==> src/rtl/eq_serial_sched.sv <==
// Round-robin scheduler that shares one 1-bit equality cell between two requesters.
// Optional macro EQ_SCHED_EARLY_EXIT_EN: finish as soon as a bit mismatch is seen.
module eq_serial_sched #(
    parameter int N = 8
) (
    input  logic         clk,
    input  logic         reset_n,
    input  logic         req0,
    input  logic [N-1:0] a0,
    input  logic [N-1:0] b0,
    input  logic         req1,
    input  logic [N-1:0] a1,
    input  logic [N-1:0] b1,
    output logic         gnt0,
    output logic         gnt1,
    output logic         done0,
    output logic         done1,
    output logic         eq,
    output logic         busy
);

    localparam int CW = (N > 1) ? $clog2(N) : 1;

    typedef enum logic [1:0] {
        IDLE = 2'd0,
        CMP  = 2'd1,
        DONE = 2'd2
    } state_t;

    state_t        state;
    state_t        state_next;
    logic [N-1:0]  sa;
    logic [N-1:0]  sb;
    logic [CW-1:0] cnt;
    logic          acc;
    logic          owner;
    logic          last;
    logic          eq_bit;
    logic          grant_any;
    logic          grant_sel;
    logic          finish;

    // The single shared equality cell.
    assign eq_bit = (sa[0] == sb[0]);
    assign busy   = (state != IDLE);

    always_comb begin
        state_next = state;
        grant_any  = 1'b0;
        grant_sel  = 1'b0;
        finish     = 1'b0;
        case (state)
            IDLE: begin
                if (req0 || req1) begin
                    grant_any  = 1'b1;
                    // On a tie, the requester that did not win last time goes first.
                    grant_sel  = req1 && (!req0 || !last);
                    state_next = CMP;
                end
            end
            CMP: begin
                if (cnt == CW'(N - 1)) begin
                    finish = 1'b1;
                end
`ifdef EQ_SCHED_EARLY_EXIT_EN
                if (!eq_bit) begin
                    finish = 1'b1;
                end
`endif
                if (finish) begin
                    state_next = DONE;
                end
            end
            DONE: begin
                state_next = IDLE;
            end
            default: begin
                state_next = IDLE;
            end
        endcase
    end

    always_ff @(posedge clk or negedge reset_n) begin
        if (!reset_n) begin
            state <= IDLE;
            sa    <= '0;
            sb    <= '0;
            cnt   <= '0;
            acc   <= 1'b0;
            owner <= 1'b0;
            last  <= 1'b1;
            gnt0  <= 1'b0;
            gnt1  <= 1'b0;
            done0 <= 1'b0;
            done1 <= 1'b0;
            eq    <= 1'b0;
        end else begin
            state <= state_next;
            gnt0  <= 1'b0;
            gnt1  <= 1'b0;
            done0 <= 1'b0;
            done1 <= 1'b0;
            if (grant_any) begin
                sa    <= grant_sel ? a1 : a0;
                sb    <= grant_sel ? b1 : b0;
                cnt   <= '0;
                acc   <= 1'b1;
                owner <= grant_sel;
                last  <= grant_sel;
                gnt0  <= !grant_sel;
                gnt1  <= grant_sel;
            end else if (state == CMP) begin
                acc <= acc & eq_bit;
                sa  <= sa >> 1;
                sb  <= sb >> 1;
                cnt <= cnt + CW'(1);
                if (finish) begin
                    eq    <= acc & eq_bit;
                    done0 <= !owner;
                    done1 <= owner;
                end
            end
        end
    end

endmodule

==> config.mk <==
export PLATFORM = sky130hd
export DESIGN_NAME = eq_serial_sched
export DESIGN_NICKNAME = d
export VERILOG_FILES = /design/src/rtl/eq_serial_sched.sv
export SDC_FILE = /design/constraint.sdc
export NUM_CORES = 1
export LEC_CHECK = 0
export ABC_CLOCK_PERIOD_IN_PS = 3230
export BUFFER_PORTS_ARGS = -buffer_cell sky130_fd_sc_hd__buf_2
export CORE_ASPECT_RATIO = 1.25
export CORE_UTILIZATION = 40
export DETAILED_ROUTE_END_ITERATION = 6
export GPL_TIMING_DRIVEN = 0
export SLEW_MARGIN = 20
export SYNTH_ARGS = -nofsm -noshare
export SYNTH_HDL_FRONTEND = slang
export SYNTH_SLANG_ARGS = --single-unit
==> constraint.sdc <==
create_clock -name clk -period 3.23 [get_ports clk]
set_input_delay 0.1615 -clock clk [delete_from_list [all_inputs] [get_ports clk]]
set_output_delay 0.1615 -clock clk [all_outputs]
set_load 0.05 [all_outputs]
==> results.py <==
metrics = {
    "grt": {
        "grt_pass1_vias": 1437,
        "grt_pass1_wl_um": 6810,
        "antenna_found_initial": 0,
        "grt-ovfl-total": 0,
        "grt_max_degree": 30,
        "grt_use_total_pct": 21.90,
        "top_usage_layer": "met2",
        "grt_use_met3_pct": 6.137,
        "grt.met2_usage_pct": 37.80,
        "grt_util_met1_pct": 25.78,
    },
    "floorplan": {
        "die-area_um2": 4153,
        "coreArea_um2": 3754,
        "num_rows": 25,
        "initial_core_util_pct": 41.53,
        "fp.dieW_um": 57.84,
        "io_pins": 42,
        "fp.dieH_um": 71.80,
    },
    "critical_path": {
        "cp.required_ns": 3.43,
        "crit_chain": "nor2_1 -> buf_2 -> clkbuf_1 -> nand4_1 -> a41oi_2",
        "cp_data_arrival_time_ns": 1.89,
        "critPathSlowestCell": "dfrtp_1",
        "cp-start-kind": "flip-flop",
        "path_class": "reg -> reg",
        "critPathMaxFanout": 10,
        "end_kind": "flip-flop",
        "crit_path_max_incr_delay_ns": 0.43,
    },
    "detailed_routing": {
        "via_count": 1405,
        "drc": 1,
        "wl_um": 4040,
        "drt_iter0_drc": 58,
        "wl_per_cell_um": 16.83,
        "drtAntennaViolNets": 0,
        "drt-pass1-iter-count": 7,
        "viasPerCell": 5.854,
    },
    "timing": {
        "rsz0062_at_grt": "false",
        "setup_viol": 0,
        "hold_violations": 0,
        "timing.final.crit_share_pct": 52.15,
        "period_needed_ns": 1.684,
        "tightest_slew_ns": 0.6566,
        "slew_violations": 0,
        "fin_ws_ns": 1.546,
        "slew_headroom_pct": 56.23,
        "skew_ns": 0.001615,
        "finalSetupTns_ns": 0,
        "fmax_mhz": 593.7,
    },
    "cts": {
        "clockRootBuffer": "clkbuf_8",
        "h-tree-depth": 2,
        "cts_hold_buf": 1,
        "cts_buffers": 5,
        "clock_path_buffers": 2,
        "post_cts_buffers": 0,
        "tritoncts": "built",
        "cts_resized": 0,
        "cts.clk_slew.worst_paths_ns": 0.06,
        "clk_latency_ns": 0.28,
        "cts.sinks": 29,
    },
    "status": {
        "failed_checks": "DRC",
        "status": "finished with violations",
    },
    "cells_and_area": {
        "layout_common_cells": "buf_2, dfrtp_1, nand2_1",
        "fin_nets": 237,
        "drive_above_1_share_pct": 33.50,
        "antenna_cells": 0,
        "layout_commonest_cell": "buf_2",
        "postLayoutCellArea_um2": 1921,
        "syn2layout_area_growth_pct": 23.19,
        "utilization_pct": 51.17,
    },
    "synth": {
        "ys_types": 28,
        "synth_seq_area_share_pct": 46.63,
        "synth.area.top_cells": "dfrtp_1, a41oi_2, nand3b_1",
        "netlist_instances": 151,
        "postSynthNetCount": 189,
        "syn_area_um2": 1559,
        "yosysWarnings": 0,
        "synth_top_cell_area_share_pct": 44.94,
        "avgSynthCellArea_um2": 10.32,
        "synth_top_area_cell": "dfrtp_1",
        "synth-seq-cells": 29,
    },
    "worst_hold_path": {
        "hp-class": "in -> reg",
    },
    "place": {
        "portBuffers": 40,
        "dpl_cell_area_um2": 1809,
        "gp_congestion": 0.7625,
        "dp_hpwl_um": 2866,
        "dp_slack_ns": 1.543,
    },
    "power_and_ir_drop": {
        "powerDensity_nw_per_um2": 811.9,
        "p_leak_nw": 0.8551,
        "ir_drop_mv": 0.3298,
    },
    "flow_run": {
        "cap_violations": 0,
    },
}
[final timing paths]
path	depth (start not counted)	end	slack, ns	start
max in group asynchronous	2	acc	2.36	reset_n
min in group asynchronous	2	gnt1	0.44	reset_n
worst min-delay path	2	sb[7]	0.13	b0[7]
worst min register to register	1	done0	0.46	owner
worst max-delay path	5	sa[5]	1.55	state[0]
worst max register to register	5	sa[5]	1.55	state[0]
[stage by stage]
step | hold WS (ns) | total power [W] | instances
final | 0.1318 | 0.001559 | 240
after global routing | 0.1323 | 0.001664 | 240
after CTS | 0.1221 | 0.001571 | 240
after detailed placement | 0.2333 | 0.001234 | 231
after global placement | 0.2245 | 0.001205 | 231
after floorplan | -0.1341 | 0.001065 | 151
[cells in the mapped netlist, drive strengths merged]
master / n
a21boi: 1
buf: 5
a22o: 2
nand2b: 2
dfrtp: 28
nand3b: 15
a221o: 2
o21ai: 4
xnor2: 1
a41oi: 14
nand2: 17
and3: 4
and2: 2
ha: 2
nand4: 14
dfstp: 1
nor2b: 1
inv: 3
nor2: 5
clkbuf: 9
o21ba: 1
a21oi: 17
or3: 1
[state kept, by name (all words and copies together) (netlist names), 2 cells and up]
register	count
sa	8
state	2
cnt	3
sb	8
[where the power goes]
group          switching, W  leakage, nW  internal [W]
clock              0.000142       0.0542      0.000192
combinational      0.000352        0.434      0.000275
sequential        0.0000881        0.367      0.000510
total              0.000582        0.855      0.000977
[routing by layer]
| layer | wire length [um] | up-vias |
|---|---|---|
| met3 | 255 | 7 |
| met5 | 0 | - |
| met1 | 1671 | 684 |
| li1 | - | 657 |
| met4 | 74 | 0 |
| met2 | 2039 | 57 |
[cell families (layout without fill, tap and decap cells)]
logic type / Yosys count / in the layout / synth area share (%)
xor+xnor: 1 / 1 / 0.5619
flops: 29 / 29 / 46.63
simple gates: 61 / 61 / 22.31
buf+inv: 17 / 66 / 5.938
compound gates: 41 / 41 / 22.95
fa+ha+maj: 2 / 2 / 1.605
[layout make-up]
| class | instances | area, um2 |
|---|---|---|
| buffer | 14 | 81.33 |
| clock buffer | 7 | 96.34 |
| clock inverter | 1 | 5.005 |
| fill | 366 | 1833 |
| inverter | 3 | 11.26 |
| multi-input combinational | 105 | 739.5 |
| sequential | 29 | 726.9 |
| tap | 40 | 50.05 |
| timing repair buffer | 41 | 210.2 |
[critical path: cells and delay by family (launching register included)]
| family | cells | cell delay, ns |
|---|---|---|
| buf+inv | 2 | 0.65 |
| flops | 1 | 0.43 |
| simple gates | 2 | 0.33 |
| compound gates | 1 | 0.20 |
Power figures use the tool's default switching activity.
